## src/rtl/width_gearbox.sv

```systemverilog
// Streaming width converter: repacks IN_W-bit beats into OUT_W-bit words, MSB-first,
// with valid/ready on both sides and a zero-padded, flagged final word per frame.
module width_gearbox #(
   parameter int unsigned IN_W  = 8,
   parameter int unsigned OUT_W = 12
) (
   input  logic             clk,
   input  logic             rst_n,
   input  logic             in_valid,
   input  logic [IN_W-1:0]  in_data,
   input  logic             in_last,
   output logic             in_ready,
   output logic             out_valid,
   output logic [OUT_W-1:0] out_data,
   output logic             out_last,
   input  logic             out_ready
);

   localparam int unsigned BUF_W = IN_W + OUT_W;
   localparam int unsigned CNT_W = $clog2(BUF_W + 1);

   typedef enum logic {
      RUN,
      DRAIN
   } state_e;

   logic [BUF_W-1:0] acc_q, acc_d;
   logic [CNT_W-1:0] cnt_q, cnt_d;
   state_e           state_q, state_d;
   logic             out_valid_q, out_valid_d;
   logic [OUT_W-1:0] out_data_q, out_data_d;
   logic             out_last_q, out_last_d;

   logic             accept;
   logic             reg_free;
   logic             frame_end;
   logic             emit_full;
   logic             emit_pad;
   logic [BUF_W-1:0] in_ext;
   logic [BUF_W-1:0] comb_buf;
   logic [CNT_W-1:0] tot;

   // Input is only taken when the combined buffer is guaranteed to fit.
   assign in_ready  = (state_q == RUN) && (cnt_q <= CNT_W'(OUT_W));
   assign accept    = in_valid && in_ready;
   assign reg_free  = !out_valid_q || out_ready;

   // New beat lands directly below the cnt valid bits; bits below cnt are always zero.
   assign in_ext    = {in_data, {OUT_W{1'b0}}} >> cnt_q;
   assign comb_buf  = accept ? (acc_q | in_ext) : acc_q;
   assign tot       = cnt_q + (accept ? CNT_W'(IN_W) : CNT_W'(0));

   assign frame_end = (state_q == DRAIN) || (accept && in_last);
   assign emit_full = reg_free && (tot >= CNT_W'(OUT_W));
   assign emit_pad  = reg_free && !emit_full && (state_q == DRAIN) && (cnt_q != '0);

   always_comb begin
      acc_d       = acc_q;
      cnt_d       = cnt_q;
      state_d     = state_q;
      out_valid_d = out_valid_q;
      out_data_d  = out_data_q;
      out_last_d  = out_last_q;

      if (accept) begin
         acc_d = comb_buf;
         cnt_d = tot;
         if (in_last) begin
            state_d = DRAIN;
         end
      end

      if (emit_full) begin
         out_valid_d = 1'b1;
         out_data_d  = comb_buf[BUF_W-1 -: OUT_W];
         out_last_d  = frame_end && (tot == CNT_W'(OUT_W));
         acc_d       = comb_buf << OUT_W;
         cnt_d       = tot - CNT_W'(OUT_W);
         if (frame_end && (tot == CNT_W'(OUT_W))) begin
            state_d = RUN;
         end
      end else if (emit_pad) begin
         // Leftover bits are already left-justified with zeros below them.
         out_valid_d = 1'b1;
         out_data_d  = acc_q[BUF_W-1 -: OUT_W];
         out_last_d  = 1'b1;
         acc_d       = '0;
         cnt_d       = '0;
         state_d     = RUN;
      end else if (reg_free) begin
         out_valid_d = 1'b0;
      end
   end

   always_ff @(posedge clk or negedge rst_n) begin
      if (!rst_n) begin
         acc_q       <= '0;
         cnt_q       <= '0;
         state_q     <= RUN;
         out_valid_q <= 1'b0;
         out_data_q  <= '0;
         out_last_q  <= 1'b0;
      end else begin
         acc_q       <= acc_d;
         cnt_q       <= cnt_d;
         state_q     <= state_d;
         out_valid_q <= out_valid_d;
         out_data_q  <= out_data_d;
         out_last_q  <= out_last_d;
      end
   end

   assign out_valid = out_valid_q;
   assign out_data  = out_data_q;
   assign out_last  = out_last_q;

endmodule
```

## config.mk

```make
export PLATFORM = sky130hd
export DESIGN_NAME = width_gearbox
export DESIGN_NICKNAME = d
export VERILOG_FILES = /design/src/rtl/width_gearbox.sv
export SDC_FILE = /design/constraint.sdc
export NUM_CORES = 1
export LEC_CHECK = 0
export ABC_AREA = 1
export CAP_MARGIN = 10
export CORE_MARGIN = 8
export CORE_UTILIZATION = 30
export DETAILED_ROUTE_END_ITERATION = 6
export PLACE_DENSITY = 0.49
export SETUP_SLACK_MARGIN = 0.02
export SLEW_MARGIN = 40
export SYNTH_ARGS = -nofsm -noshare
export SYNTH_HDL_FRONTEND = slang
export SYNTH_SLANG_ARGS = --single-unit
```

## constraint.sdc

```tcl
create_clock -name clk -period 6.5 [get_ports clk]
set_clock_uncertainty 0.1 [all_clocks]
set_input_delay 1.3 -clock clk [delete_from_list [all_inputs] [get_ports clk]]
set_output_delay 1.3 -clock clk [all_outputs]
set_load 0.01 [all_outputs]
```

==> results by group, run 1 <==
Power and ir drop
  – Leakage: 1.35 nW
  – Switch Pwr: 0.000527 W
  – Clock network power share: 20.7%
  – Switching portion of total power: 43.7%
  – Int Pwr: 0.000679 W
  – VDD IR max: 0.204 mV
  – PD cells: 500 nW/um^2
  – Combinational Power Share: 49.4%
  – Flop pwr share: 29.9%

Floorplanning
  – Die height: 97.0 um
  – DIE AREA: 9400 sq um
  – Row count: 29
  – Die X: 97.0 um
  – Core region area: 6350 sq um
  – Starting Density: 31.0%
  – I/O pins: 28

Synthesis
  – Syn avg cell area: 7.87 sq um
  – Sequential area share after synthesis: 48.3%
  – Top post-synthesis cells by area: dfrtp_1 (48%), nand2_1 (22%), inv_1 (6.1%)
  – Synth area leader: dfrtp_1
  – Synthesized area: 1970 sq um
  – Warnings from Yosys: 0
  – Distinct cells, synth: 20
  – Syn Nets: 267
  – Mapped Cells: 250
  – Share of the synthesized area in the top cell type: 48.3%
  – Number of synthesized register bits: 38

CTS
  – Post-CTS setup buffers: 0
  – Clk_lat worst skew: 300 ps
  – H-Tree Depth: 2
  – CTS tree: done
  – TritonCTS Buffers: 5
  – Clock Path Buffers: 2
  – Root Buffer: clkbuf_8
  – Clock Sinks: 38
  – Clock slew at reported path FFs: 90 ps
  – Post-CTS resize count: 0
  – Hold buffer count at CTS: 0

Hold path
  – Hold Path Sink: out_data[0]
  – Worst hold path class: reg -> reg
  – HP Start: out_data[0]
  – Hold path depth: 2

Outcome
  – Status: finished, final reports clean

Final layout
  – Fraction of layout cells with a size suffix above 1: 11.2%
  – Non-Filler Instances: 355
  – Area Growth Syn to Fin: 22.7%
  – Most frequent cells in the layout: nand2_1 (113), dfrtp_1 (38), inv_1 (32), clkdlybuf4s50_1 (26), o21bai_1 (16)
  – Most common cell after layout, fill and taps aside: nand2_1
  – Nets: 294
  – Filler cells: 693
  – ANT cells: 0
  – Final Instance Area: 2410 sq um

Worst setup path
  – Crit-path max cell delay: 440 ps
  – CP startpoint kind: input pin
  – Most frequent cell on the critical path: ha_1
  – CP required: 6600 ps
  – Worst setup path class: in -> reg
  – CP max-delay cell: clkdlybuf4s50_1
  – R2R setup slack: 3640 ps
  – CP Max Fanout: 40
  – Reg2reg start: cnt_q[4]
  – Register-to-Register Path Depth: 14
  – Worst setup EP type: register
  – FF-to-FF End: out_data[1]
  – Crit-path cells: clkdlybuf4s50_1, nand2_2, inv_1, ha_1, ha_1, ha_1, inv_1, nand2_1, nor2_4, nand2_2, nand2_4, inv_2, nand3_1, nand2_1
  – WP data arrival: 3890 ps

Global routing
  – Total grt overflow: 0
  – Total GRT Usage: 10.9%
  – Met3 GRT Util: 3.27%
  – GRT busiest layer: met2
  – Number of global-route vias before repair: 1673
  – M2 GR Usage: 17.3%
  – Largest net degree at the start of global routing: 41
  – First-pass GRT wire length: 8430 um
  – Met1 usage: 13.9%
  – Initial antenna violation count: 0

STA
  – WHS: 381 ps
  – Tightest Pin Transition: 566 ps
  – Final-report max-slew violation count: 0
  – Max_slew headroom: 62.3%
  – Minimum clock period: 3790 ps
  – Hold Fails Final Rpt: 0
  – Endpoints failing setup: 0
  – RSZ-0062 raised after global routing: false
  – Post-route clock period utilization: 58.4%
  – Peak Freq: 264 MHz
  – Setup TNS: 0 ps

Place
  – IO buf count: 27
  – DP HPWL: 3340 um
  – Placed instance count: 347
  – RD Place Congestion: 0.707
  – Dpl cell area: 2280 sq um

Drt
  – DRT Wirelength: 4800 um
  – Initial DRC count: 135
  – Drt pass-1 iters: 4
  – Post-route ant nets: 0
  – DR vias: 1580
  – DR WL/cell: 13.5 um
  – DRC: 0
  – Avg Vias per Cell: 4.45

Job
  – MaxCap Viol Count: 0
## metal layers
layer	up-vias	part of all wire, %
li1	801	-
met1	753	49
met2	21	47
met3	5	3.3
met4	0	1.0
met5	-	0
## cells in the mapped netlist, drive strengths merged
master	number
nand2	118
dfrtp	38
inv	37
o21bai	16
nand3	11
buf	7
nor2	6
o21ai	6
or2	5
ha	4
a21boi	1
a31o	1
## final cells by class
cell class                      instances  area (sq um)  share of cell area (%)
Tap cell                               77          96.3                    3.99
Clock buffer                            5          68.8                    2.85
Inverter                               37           139                    5.75
Timing Repair Buffer                   27           268                    11.1
Multi-Input combinational cell        168           822                    34.1
Sequential cell                        38           951                    39.4
Clock inverter                          3          68.8                    2.85
## worst max-delay path by stage
stage,from,slack [ps],cells past startpoint,end
4_1_cts,in_valid,2680,14,out_data[1]
3_5_place_dp,in_valid,2370,14,out_data[1]
3_3_place_gp,in_valid,2400,14,out_data[1]
6_report,in_valid,2710,14,out_data[1]
5_1_grt,in_valid,2450,14,out_data[1]
2_1_floorplan,in_valid,3410,14,out_data[3]
## state kept, by name, summed over array words and instances, names as in the netlist
name	flops
state_q	1
out_valid	1
cnt_q	3
out_data	12
acc_q	20
out_last	1
## power groups by stage
stage	combinational (W)	sequential [W]	clock, W
final	0.000596	0.000361	0.000249
after floorplan	0.000455	0.000366	0
after CTS	0.000612	0.000362	0.000254
after global placement	0.000606	0.000365	0
after detailed placement	0.000609	0.000367	0
after global routing	0.000692	0.000372	0.000262
## stage by stage
stage / total power, W / setup slack [ps] / utilization (%)
2_1_floorplan: 0.000821 / 3410 / -
3_3_place_gp: 0.000971 / 2400 / 35.8
3_5_place_dp: 0.000976 / 2370 / 35.8
4_1_cts: 0.00123 / 2680 / 38.0
5_1_grt: 0.00133 / 2450 / 38.0
6_report: 0.00121 / 2710 / 38.0
## cell families after synthesis
| group | synth area share [%] |
|---|---|
| compound gates | 8.65 |
| simple gates | 30.5 |
| buf+inv | 9.99 |
| fa+ha+maj | 2.54 |
| flops | 48.3 |
## worst max-delay path, delay by kind of cell
family	cells	cell delay (ps)
adder cells (fa/ha/maj)	3	720
AND/OR/NAND/NOR	7	1060
buffers and inverters	4	780
(Power assumes the default switching activity.)
==> run 2, diff against run 1 <==
--- a/config.mk
+++ b/config.mk
@@ -10,7 +10,7 @@
 export CORE_MARGIN = 8
 export CORE_UTILIZATION = 30
 export DETAILED_ROUTE_END_ITERATION = 6
-export PLACE_DENSITY = 0.49
+export PLACE_DENSITY = 0.51
 export SETUP_SLACK_MARGIN = 0.02
 export SLEW_MARGIN = 40
 export SYNTH_ARGS = -nofsm -noshare
==> constraint.sdc (replaced) <==
create_clock -name clk -period 3.15 [get_ports clk]
set_clock_uncertainty 0.1 [all_clocks]
set_input_delay 0.63 -clock clk [delete_from_list [all_inputs] [get_ports clk]]
set_output_delay 0.63 -clock clk [all_outputs]
set_load 0.01 [all_outputs]
==> results by group, run 2 (same netlist as run 1, synthesis figures left out) <==
Outcome
  – Status: finished, final reports clean

CTS
  – Clock Path Buffers: 2
  – H-Tree Depth: 2
  – Root Buffer: clkbuf_8
  – Post-CTS resize count: 0
  – Clock Sinks: 38
  – Post-CTS setup buffers: 0
  – CTS tree: done
  – Clk_lat worst skew: 290 ps
  – Clock slew at reported path FFs: 80 ps
  – Hold buffer count at CTS: 0
  – TritonCTS Buffers: 5

Final layout
  – Area Growth Syn to Fin: 22.4%
  – Final Util: 37.9%
  – Most common cell after layout, fill and taps aside: nand2_1
  – Most frequent cells in the layout: nand2_1 (113), dfrtp_1 (38), inv_1 (32), clkdlybuf4s50_1 (26), o21bai_1 (16)
  – Filler cells: 654
  – ANT cells: 0
  – Number of flip-flops in the largest register: 20
  – Fraction of layout cells with a size suffix above 1: 11.7%
  – Biggest register: acc_q
  – Nets: 298

Global routing
  – Initial antenna violation count: 0
  – Number of global-route vias before repair: 1713
  – Total GRT Usage: 10.4%
  – Total grt overflow: 0
  – First-pass GRT wire length: 8160 um
  – Largest net degree at the start of global routing: 39

Place
  – IO buf count: 27
  – DP HPWL: 3470 um
  – RD Place Congestion: 0.802

STA
  – Tightest Pin Transition: 500 ps
  – Endpoints failing setup: 0
  – Minimum clock period: 2640 ps
  – Peak Freq: 379 MHz
  – Setup TNS: 0 ps
  – Max_slew headroom: 66.7%
  – Hold Fails Final Rpt: 0
  – Post-route clock period utilization: 83.8%
  – RSZ-0062 raised after global routing: false
  – Final-report max-slew violation count: 0

Worst setup path
  – Worst setup path class: in -> reg
  – WP data arrival: 2750 ps
  – Most frequent cell on the critical path: ha_1
  – CP bufs+invs: 4
  – Crit-path cells: clkdlybuf4s50_1, nand2_2, inv_1, ha_1, ha_1, ha_1, inv_1, nand2_1, nor2_4, nand2_2, nand2_4, buf_4, nand2_1, o21ai_0
  – Crit-path max cell delay: 430 ps
  – CP max-delay cell: clkdlybuf4s50_1
  – CP required: 3260 ps
  – CP startpoint kind: input pin
  – CP top delay family: buffers and inverters
  – CP Max Fanout: 11
  – Worst setup EP type: register

Floorplanning
  – Die X: 97.0 um
  – Die height: 97.0 um
  – DIE AREA: 9400 sq um
  – Row count: 29
  – Starting Density: 31.0%
  – I/O pins: 28
  – Core region area: 6350 sq um

Drt
  – Drt pass-1 iters: 4
  – Avg Vias per Cell: 4.44
  – DR vias: 1595
  – Post-route ant nets: 0
  – Initial DRC count: 86
  – DR WL/cell: 13.1 um
  – DRT Wirelength: 4690 um
  – DRC: 0

Job
  – MaxCap Viol Count: 0

Power and ir drop
  – Leakage: 1.35 nW
  – VDD IR max: 0.424 mV
  – PD cells: 1010 nW/um^2

Hold path
  – Worst hold path class: in -> async
[run 2: area by class of cell]
cell class | count | area (sq um) | area share (%)
Clock buffer | 7 | 86.3 | 3.59
Tap cell | 77 | 96.3 | 4.00
Multi-Input combinational cell | 168 | 820 | 34.0
Sequential cell | 38 | 951 | 39.5
Clock inverter | 1 | 5.00 | 0.208
Timing Repair Buffer | 31 | 310 | 12.9
Inverter | 37 | 139 | 5.77
[run 2: path summary, 6_finish.rpt]
check,from,to,slack [ps],cells past startpoint
max,in_valid,cnt_q[2],510,14
min,rst_n,out_data[6],200,1
max reg2reg,cnt_q[4],cnt_q[2],770,14
min reg2reg,out_data[5],out_data[5],380,2
max in group asynchronous,rst_n,out_data[5],2400,1
min in group clk,out_data[5],out_data[5],380,2
[run 2: metrics by stage]
| step | worst slack (ps) | power [W] | hold slack (ps) | std cells | cell area, sq um |
|---|---|---|---|---|---|
| 6_report | 509 | 0.00242 | 203 | 359 | 2410 |
| 3_5_place_dp | 202 | 0.00210 | 369 | 351 | 2320 |
| 5_1_grt | 337 | 0.00266 | 247 | 359 | 2410 |
| 2_1_floorplan | 729 | 0.00169 | 234 | 250 | 1970 |
| 3_3_place_gp | 241 | 0.00209 | 367 | 351 | 2310 |
| 4_1_cts | 511 | 0.00246 | 226 | 359 | 2410 |
[run 2: where the power goes]
part	switching, W	total, W	internal [W]
clock network	0.000179	0.000356	0.000177
registers	0.0000905	0.000745	0.000655
logic	0.000814	0.00132	0.000503
[run 2: routing by layer]
| layer | track usage (%) | wire, um |
|---|---|---|
| met1 | 12.6 | 2220 |
| met2 | 16.5 | 2130 |
| met3 | 3.77 | 252 |
| met4 | 3.55 | 89 |
| met5 | 0 | 0 |
==> run 3, diff against run 2 <==
--- a/config.mk
+++ b/config.mk
@@ -10,7 +10,7 @@
 export CORE_MARGIN = 8
 export CORE_UTILIZATION = 30
 export DETAILED_ROUTE_END_ITERATION = 6
-export PLACE_DENSITY = 0.51
+export PLACE_DENSITY = 0.49
 export SETUP_SLACK_MARGIN = 0.02
 export SLEW_MARGIN = 40
 export SYNTH_ARGS = -nofsm -noshare
==> constraint.sdc (replaced) <==
create_clock -name clk -period 2.7 [get_ports clk]
set_clock_uncertainty 0.1 [all_clocks]
set_input_delay 0.54 -clock clk [delete_from_list [all_inputs] [get_ports clk]]
set_output_delay 0.54 -clock clk [all_outputs]
set_load 0.01 [all_outputs]
==> results by group, run 3 (same netlist as run 1, synthesis figures left out) <==
CTS
  – TritonCTS Buffers: 5
  – Clk_lat worst skew: 290 ps
  – Clock Sinks: 38
  – H-Tree Depth: 2
  – Post-CTS resize count: 0
  – Hold buffer count at CTS: 0
  – Clock slew at reported path FFs: 80 ps
  – Root Buffer: clkbuf_8
  – Clock Path Buffers: 2
  – CTS tree: done
  – Post-CTS setup buffers: 0

Drt
  – Post-route ant nets: 0
  – Avg Vias per Cell: 4.34
  – DR WL/cell: 13.1 um
  – Initial DRC count: 56
  – DR vias: 1585
  – DRC: 0
  – Drt pass-1 iters: 4
  – DRT Wirelength: 4780 um

Final layout
  – Nets: 304
  – Most frequent cells in the layout: nand2_1 (113), dfrtp_1 (38), inv_1 (32), clkdlybuf4s50_1 (26), o21bai_1 (16)
  – Final Instance Area: 2450 sq um
  – Area Growth Syn to Fin: 24.4%
  – Most common cell after layout, fill and taps aside: nand2_1
  – Number of flip-flops in the largest register: 20
  – Biggest register: acc_q
  – Final Util: 38.5%
  – ANT cells: 0
  – Filler cells: 674
  – Fraction of layout cells with a size suffix above 1: 13.9%

Global routing
  – Initial antenna violation count: 0
  – Largest net degree at the start of global routing: 39
  – Total grt overflow: 0
  – Total GRT Usage: 10.7%
  – First-pass GRT wire length: 8360 um
  – Number of global-route vias before repair: 1695

STA
  – Setup TNS: 0 ps
  – Endpoints failing setup: 0
  – Max_slew headroom: 67.3%
  – Final-report max-slew violation count: 0
  – Hold Fails Final Rpt: 0
  – RSZ-0062 raised after global routing: false
  – Peak Freq: 403 MHz
  – Minimum clock period: 2480 ps
  – Tightest Pin Transition: 491 ps
  – Post-route clock period utilization: 91.8%
  – WHS: 111 ps

Power and ir drop
  – Int Pwr: 0.00161 W
  – Flop pwr share: 29.9%
  – Combinational Power Share: 55.7%
  – Leakage: 1.38 nW
  – VDD IR max: 0.518 mV
  – PD cells: 1190 nW/um^2
  – Clock network power share: 14.4%
  – Switching portion of total power: 44.6%
  – Switch Pwr: 0.00129 W

Worst setup path
  – WP data arrival: 2560 ps
  – R2R setup slack: 400 ps
  – FF-to-FF End: acc_q[12]
  – CP Max Fanout: 8
  – Reg2reg start: cnt_q[4]
  – Register-to-Register Path Depth: 16
  – CP required: 2780 ps
  – CP startpoint kind: input pin
  – Worst setup path class: in -> reg
  – Worst setup EP type: register

Place
  – IO buf count: 27
  – Dpl cell area: 2350 sq um
  – DP HPWL: 3530 um
  – RD Place Congestion: 0.836

Floorplanning
  – I/O pins: 28
  – Starting Density: 31.0%
  – Core region area: 6350 sq um
  – Row count: 29
  – Die height: 97.0 um
  – DIE AREA: 9400 sq um
  – Die X: 97.0 um

Hold path
  – Worst hold path class: in -> async

Job
  – MaxCap Viol Count: 0

Outcome
  – Status: finished, final reports clean
==> run 3: metal layers <==
layer  vias to the layer above  track usage (%)  part of all wire (%)
met1                       740             13.8                    48
met3                         5             2.99                   3.6
met2                        19             17.2                    48
met5                         -                0                     0
met4                         0             2.25                  0.59
li1                        821                -                     -
==> run 3: how the worst max path moves through the flow <==
stage | start | end | slack [ps] | depth (start not counted)
2_1_floorplan | cnt_q[4] | out_data[3] | 340 | 15
3_3_place_gp | in_valid | acc_q[12] | -80 | 16
3_5_place_dp | in_valid | acc_q[12] | -90 | 16
4_1_cts | in_valid | acc_q[12] | 200 | 16
5_1_grt | in_valid | acc_q[12] | 30 | 16
6_report | in_valid | cnt_q[4] | 220 | 15
==> run 3: power groups by stage <==
stage / logic (W) / clock network [W] / registers (W)
floorplan: 0.00110 / 0 / 0.000882
global placement: 0.00163 / 0 / 0.000879
detailed placement: 0.00164 / 0 / 0.000878
CTS: 0.00164 / 0.000429 / 0.000870
global route: 0.00186 / 0.000449 / 0.000891
finish: 0.00162 / 0.000416 / 0.000868
==> run 3: final cells by class <==
type / instances / area [sq um] / area share [%]
Tap cell: 77 / 96.3 / 3.94
Timing Repair Buffer: 37 / 347 / 14.2
Multi-Input combinational cell: 168 / 820 / 33.5
Inverter: 37 / 139 / 5.67
Sequential cell: 38 / 951 / 38.9
Clock inverter: 2 / 12.5 / 0.511
Clock buffer: 6 / 82.6 / 3.37
==> run 3: critical path, cell delays in order <==
cell and delay [ps]:
clkdlybuf4s50_1 440, nand2_2 90, inv_1 40, ha_1 290, ha_1 200, ha_1 210, inv_1 50, nand2_1 100
nor2_4 130, nand2_2 60, nand2_4 80, buf_4 160, nand2_1 50, nand2_1 60, nand2_1 50
==> run 3: stage by stage <==
stage	setup WS, ps	power, W	cells
3_3_place_gp	-83.4	0.00251	357
2_1_floorplan	344	0.00198	250
5_1_grt	28.6	0.00320	365
3_5_place_dp	-88.4	0.00252	357
6_report	221	0.00290	365
4_1_cts	202	0.00294	365
